===== src/rtl/fp_multicycle_issue.sv =====
// FP sub-unit issue stage: takes one op from EX, starts a multi-cycle FP unit,
// waits for its result pulse and holds the tagged result for writeback.
// Stalls EX while an op is in flight or a result is waiting.

package riscv_pkg;
  typedef enum logic [4:0] {
    OP_NOP    = 5'd0,
    OP_FSGNJ  = 5'd1,
    OP_FSGNJN = 5'd2,
    OP_FSGNJX = 5'd3,
    OP_FMIN   = 5'd4,
    OP_FMAX   = 5'd5,
    OP_FDIV   = 5'd6,
    OP_FSQRT  = 5'd7
  } instr_op_e;
endpackage

module fp_multicycle_issue #(
  parameter int FLEN           = 32,
  parameter int RD_W           = 5,
  parameter int TIMEOUT_CYCLES = 64
) (
  input  logic                 i_clk,
  input  logic                 i_rst,
  input  logic                 i_req_valid,
  output logic                 o_req_ready,
  input  riscv_pkg::instr_op_e i_req_op,
  input  logic [FLEN-1:0]      i_req_a,
  input  logic [FLEN-1:0]      i_req_b,
  input  logic [RD_W-1:0]      i_req_rd,
  output logic                 o_unit_valid,
  output riscv_pkg::instr_op_e o_unit_op,
  output logic [FLEN-1:0]      o_unit_a,
  output logic [FLEN-1:0]      o_unit_b,
  input  logic                 i_unit_valid,
  input  logic [FLEN-1:0]      i_unit_result,
  output logic                 o_wb_valid,
  input  logic                 i_wb_ready,
  output logic [RD_W-1:0]      o_wb_rd,
  output logic [FLEN-1:0]      o_wb_data,
  input  logic                 i_flush,
  output logic                 o_stall,
  output logic                 o_timeout
);

  localparam int CNT_W = $clog2(TIMEOUT_CYCLES + 1);
  localparam logic [CNT_W-1:0] CNT_LAST = CNT_W'(TIMEOUT_CYCLES - 1);
  localparam logic [CNT_W-1:0] CNT_MAX  = '1;

  typedef enum logic [1:0] {S_IDLE, S_WAIT, S_DRAIN, S_HOLD} state_e;

  state_e           state, state_nxt;
  logic [CNT_W-1:0] cnt;
  logic             accept;
  logic             busy;
  logic             expire;

  // A new op may enter from IDLE, or from HOLD in the same cycle the held
  // result retires; a flush blocks any accept that cycle.
  assign o_req_ready = !i_flush && ((state == S_IDLE) || ((state == S_HOLD) && i_wb_ready));
  assign accept      = i_req_valid && o_req_ready;

  // Start stays high through the result cycle so the unit always completes its
  // handshake, even when the op is being drained after a flush.
  assign busy         = (state == S_WAIT) || (state == S_DRAIN);
  assign o_unit_valid = busy;
  assign o_wb_valid   = (state == S_HOLD);
  assign o_stall      = (state != S_IDLE);

  // A result arriving on the last allowed cycle beats the timeout.
  assign expire = busy && !i_unit_valid && (cnt == CNT_LAST);

  // Next-state logic
  always_comb begin
    state_nxt = state;
    unique case (state)
      S_IDLE:  if (accept) state_nxt = S_WAIT;
      S_WAIT: begin
        if (i_unit_valid)  state_nxt = i_flush ? S_IDLE : S_HOLD;
        else if (expire)   state_nxt = S_IDLE;
        else if (i_flush)  state_nxt = S_DRAIN;
      end
      S_DRAIN: if (i_unit_valid || expire) state_nxt = S_IDLE;
      S_HOLD: begin
        if (i_flush)         state_nxt = S_IDLE;
        else if (i_wb_ready) state_nxt = accept ? S_WAIT : S_IDLE;
      end
      default: state_nxt = S_IDLE;
    endcase
  end

  // State register
  always_ff @(posedge i_clk) begin
    if (i_rst) state <= S_IDLE;
    else       state <= state_nxt;
  end

  // Op capture, wait counter, result latch and sticky timeout flag
  always_ff @(posedge i_clk) begin
    if (i_rst) begin
      o_unit_op <= riscv_pkg::OP_NOP;
      o_unit_a  <= '0;
      o_unit_b  <= '0;
      o_wb_rd   <= '0;
      o_wb_data <= '0;
      cnt       <= '0;
      o_timeout <= 1'b0;
    end else begin
      if (accept) begin
        o_unit_op <= i_req_op;
        o_unit_a  <= i_req_a;
        o_unit_b  <= i_req_b;
        o_wb_rd   <= i_req_rd;
        cnt       <= '0;
      end else if (busy && (cnt != CNT_MAX)) begin
        cnt <= cnt + 1'b1;
      end
      if ((state == S_WAIT) && i_unit_valid && !i_flush)
        o_wb_data <= i_unit_result;
      if (expire)
        o_timeout <= 1'b1;
    end
  end

endmodule


===== config.mk =====
export PLATFORM = sky130hd
export DESIGN_NAME = fp_multicycle_issue
export DESIGN_NICKNAME = d
export VERILOG_FILES = /design/src/rtl/fp_multicycle_issue.sv
export SDC_FILE = /design/constraint.sdc
export NUM_CORES = 1
export LEC_CHECK = 0
export CAP_MARGIN = 15
export CORE_AREA = 3 3 104 106
export DETAILED_ROUTE_END_ITERATION = 10
export DIE_AREA = 0 0 107 109
export GPL_ROUTABILITY_DRIVEN = 0
export PLACE_DENSITY_LB_ADDON = 0.2
export SYNTH_ARGS = -nofsm -noshare
export SYNTH_HDL_FRONTEND = slang
export SYNTH_SLANG_ARGS = --single-unit
export TNS_END_PERCENT = 30

===== constraint.sdc =====
create_clock -name i_clk -period 3.8 [get_ports i_clk]
set_input_delay 0.76 -clock i_clk [delete_from_list [all_inputs] [get_ports i_clk]]
set_output_delay 0.76 -clock i_clk [all_outputs]
set_load 0.03 [all_outputs]

# Yosys cells after proc, flatten, opt, wreduce, memory -nomap -nowiden
# Index checks and enable logic that the tools add are counted.
[word_totals]
output_inout_bits = 111
ff_bits = 116
[classes]
reduce_logical = 17
add_sub_neg = 1
mux = 10
eq_ne = 9
[ops]
columns = ["operator", "n"]
rows = [
  ["2-bit 2-to-1 mux", 8],
  ["1-bit logical AND", 8],
  ["2-bit case mux with 4 select lines", 1],
  ["7-bit by 1-bit adder with 7-bit output (second input constant)", 1],
  ["7-bit by 6-bit equality test with 1-bit output (second input constant)", 1],
  ["7-bit inequality test (second input constant)", 1],
  ["2-bit equality test (second input constant)", 2],
  ["4-bit inequality test (second input constant)", 1],
  ["4-bit AND reduction", 1],
  ["1-bit logical OR", 3],
  ["3-bit by 1-bit inequality test with 1-bit output (second input constant)", 1],
  ["2-bit by 1-bit equality test with 1-bit output (second input constant)", 1],
  ["1-bit zero test", 2],
  ["2-bit zero test", 1],
  ["2-bit by 1-bit inequality test with 1-bit output (second input constant)", 1],
  ["2-bit inequality test (second input constant)", 1],
  ["2-bit nonzero test", 1],
  ["2-bit OR reduction", 1],
  ["1-bit 2-to-1 mux", 1],
]

# Longest topological paths before layout
[logic_depth]
depth_word = 9
depth_mapped = 8
depth_no_buf = 6

# Worst setup path before layout
# OpenSTA, ideal clock, no wires.
[synth_timing]
path_type = "reg-to-output"
from = "register state[0]"
to = "output o_req_ready"
t_required_ns = 3.040
slack_ns = 1.748
stages_incl_launch_ff = 4
path_buffers = 0
t_arrival_ns = 1.292
path_cell_list = "dfxtp_1 > ha_1 > a21oi_1 > nor2_1"
[synth_via]
elab_chain_cells = 4
[synth_lines]
columns = ["item", "line_no", "source"]
rows = [
  ["from (decl)", "52", "state_e state, state_nxt;"],
  ["from (signal assigned)", "95", "else state <= state_nxt;"],
  ["2-bit equality test", "--", ""],
  ["net o_wb_valid", "37", "output logic o_wb_valid,"],
  ["1-bit logical AND", "60", "assign o_req_ready = !i_flush && ((state == S_IDLE) || ((state == S_HOLD) && i_wb_ready));"],
  ["1-bit logical OR", "60", ""],
  ["1-bit logical AND", "60", ""],
  ["to (decl)", "26", "output logic o_req_ready,"],
]
# The timed path passes the listed nets, and every way through them passes these cells.

# Final worst setup path
[layout_timing]
from = "input i_wb_ready"
to = "output o_req_ready"
[layout_via]
elab_chain_cells = 3
[layout_lines]
columns = ["item", "line_no", "source"]
rows = [
  ["from (decl)", "38", "input logic i_wb_ready,"],
  ["1-bit logical AND", "60", ""],
  ["1-bit logical OR", "60", ""],
  ["1-bit logical AND", "60", ""],
]
# Every way passes these cells.

==> metrics.cfg <==
[routing]
routedWlPerCell_um = 14.75
vias = 4296
ant_nets = 0
wirelength_um = 13120
drcViolationCount = 0
firstDrtPassIters = 4
post_drt_via_cell_ratio = 4.827
drt_iter0_drc = 215

[setup_path]
crit_start = i_wb_ready
end_kind = output port
cp.required_ps = 3040
cp.arrival_ps = 2220
crit_path_start_kind = input pin
crit_fanout = 3
worstSetupPathType = input pin to output port
reg2reg_from = state[0]

[cts]
htree_num_levels = 4
hold_buffers = 0
cts.repair.resized = 0
clk_pin_slew_ps = 50
cts_sinks = 116
clock_tree.buffer_depth = 2
insertion_delay_ps = 500
cts_buffers = 17
root_buffer = clkbuf_8
cts_tree = done
post_cts_buffers = 0

[finish]
antenna_cells = 0
syn2layout_area_growth_pct = 71.60
regArea_um2 = 2322
final_layout_size_suffix_gt1_frac = 0.05416
final_nets = 862
design_area_um2 = 7206
multi_input_area_um2 = 1718
fill_cells = 724
postLayoutCoreUtil = 0.7305
stdcell_count = 890

[placed_design]
dp_hpwl_um = 9350
post-place-ws_ps = 852.8
port_buffers = 222
post-place-cells = 857
place_area_um2 = 6495

[timing]
min_period_ps = 2983
fin_ws_ps = 816.5
hold_viol = 0
hold_slack_ps = 449.7
fmax_mhz = 335.2
fin_skew_ps = 4.907
rsz0062_at_grt = no
finalSetupViolCount = 0
tns_ps = 0
relSlewSlack = 0.4693
finalMaxSlewViolations = 0
worst_pin_slew_ps = 793.3
post-route-period-util = 0.7851

[global_route]
grt_use_total = 0.2203
grt_overflow = 0
grt_pass1_wl_um = 20080
grt_pass1_vias = 4056
grt_max_degree = 77
antenna_found_initial = 0

[floorplan]
die_area_um2 = 11660
dieHeight_um = 109
initial_utilization = 0.4257
rows = 36
coreArea_um2 = 9864
ioPinCount = 223
die_x_um = 107

[synthesis]
syn-num-nets = 650
syn_avg_cell_area_um2 = 7.893
synth_cells = 532
synthFlopType = dfxtp_1
yosys-top-cells-area = dfxtp_1 (55%), nand2_1 (19%), a21oi_1 (13%)
yosysSeqAreaShare = 0.5530
synth_area_leader_cell = dfxtp_1
synth.distinct_cells = 27
synthTopCellsByCount = nand2_1 (214), dfxtp_1 (116), a21oi_1 (110), clkbuf_1 (20), nor2_1 (17)
synth_most_common_cell = nand2_1
synth_top_area_frac = 0.5530
synth_edf_count = 0
syn_area_um2 = 4199
synth-seq-cells = 116
synthArstFlopShare = 0
yosysWarnings = 0

[job]
drv_cap = 0

[min_path]
hold_class = flip-flop to flip-flop
min_from = o_wb_data[12]

[pwr]
power.total_mw = 3.917
power_density_nw_per_um2 = 543.7
power_leakage_nw = 2.596
ir_worst_vdd_mv = 0.3389

[run_status]
status = finished clean

logic make-up after synthesis:
group	count (synthesis)	synth area share
mux	3	0.007747
flops	116	0.5530
simple gates	245	0.2268
buf+inv	40	0.04023
xor+xnor	3	0.006259
fa+ha+maj	6	0.01788
compound gates	119	0.1481
state kept, by name, indices dropped and copies added, names as in the netlist:
| signal | flops |
|---|---|
| o_unit_op | 5 |
| state | 2 |
| o_unit_a | 32 |
| o_wb_rd | 5 |
| o_wb_data | 32 |
| o_unit_b | 32 |
| cnt | 7 |
| o_timeout | 1 |
worst max-delay path: stages:
cell	delay (ps)
clkdlybuf4s50_1	520
a21oi_1	130
nor2_1	110
clkdlybuf4s50_1	700
worst paths after layout:
| check | to | slack [ps] | cells past startpoint |
|---|---|---|---|
| worst max-delay path | o_req_ready | 820 | 4 |
| worst min-delay path | o_wb_data[12] | 450 | 2 |
| worst max register to register | o_unit_b[10] | 1560 | 7 |
| worst min register to register | o_wb_data[12] | 450 | 2 |
layout make-up:
class                           count  area share
Clock buffer                       24     0.06807
Clock inverter                      8     0.02674
Inverter                            5    0.002605
Multi-Input combinational cell    376      0.2384
Sequential cell                   116      0.3223
Tap cell                          133     0.02309
Timing Repair Buffer              228      0.3188
layer usage:
metal	share of wire	up-vias	routed length [µm]	track usage
li1	-	2153	-	-
met5	0	-	0	0
met3	0.067	17	884	0.06809
met4	0.015	0	200	0.07854
met1	0.39	1972	5124	0.2469
met2	0.53	154	6914	0.3957
power by group:
part	internal (mW)	switching, mW
Sequential	1.30	0.0433
Clock	1.28	0.529
Combinational	0.336	0.424
Total	2.92	0.996
cell usage in the layout (no fill, tap or decap), types with 2 or more instances in the layout:
| cell | count |
|---|---|
| inv_1 | 5 |
| nand4_1 | 2 |
| clkdlybuf4s50_1 | 221 |
| clkbuf_16 | 16 |
| clkbuf_1 | 2 |
| clkbuf_8 | 6 |
| nand2b_1 | 2 |
| bufinv_16 | 6 |
| nand2_1 | 213 |
| nor3_1 | 3 |
| nor2_1 | 16 |
| ha_1 | 6 |
| xnor2_1 | 3 |
| buf_4 | 5 |
| nand3_1 | 3 |
| a211oi_1 | 2 |
| mux2_2 | 2 |
| a21oi_1 | 110 |
| dfxtp_1 | 116 |
(Power assumes the default switching activity.)
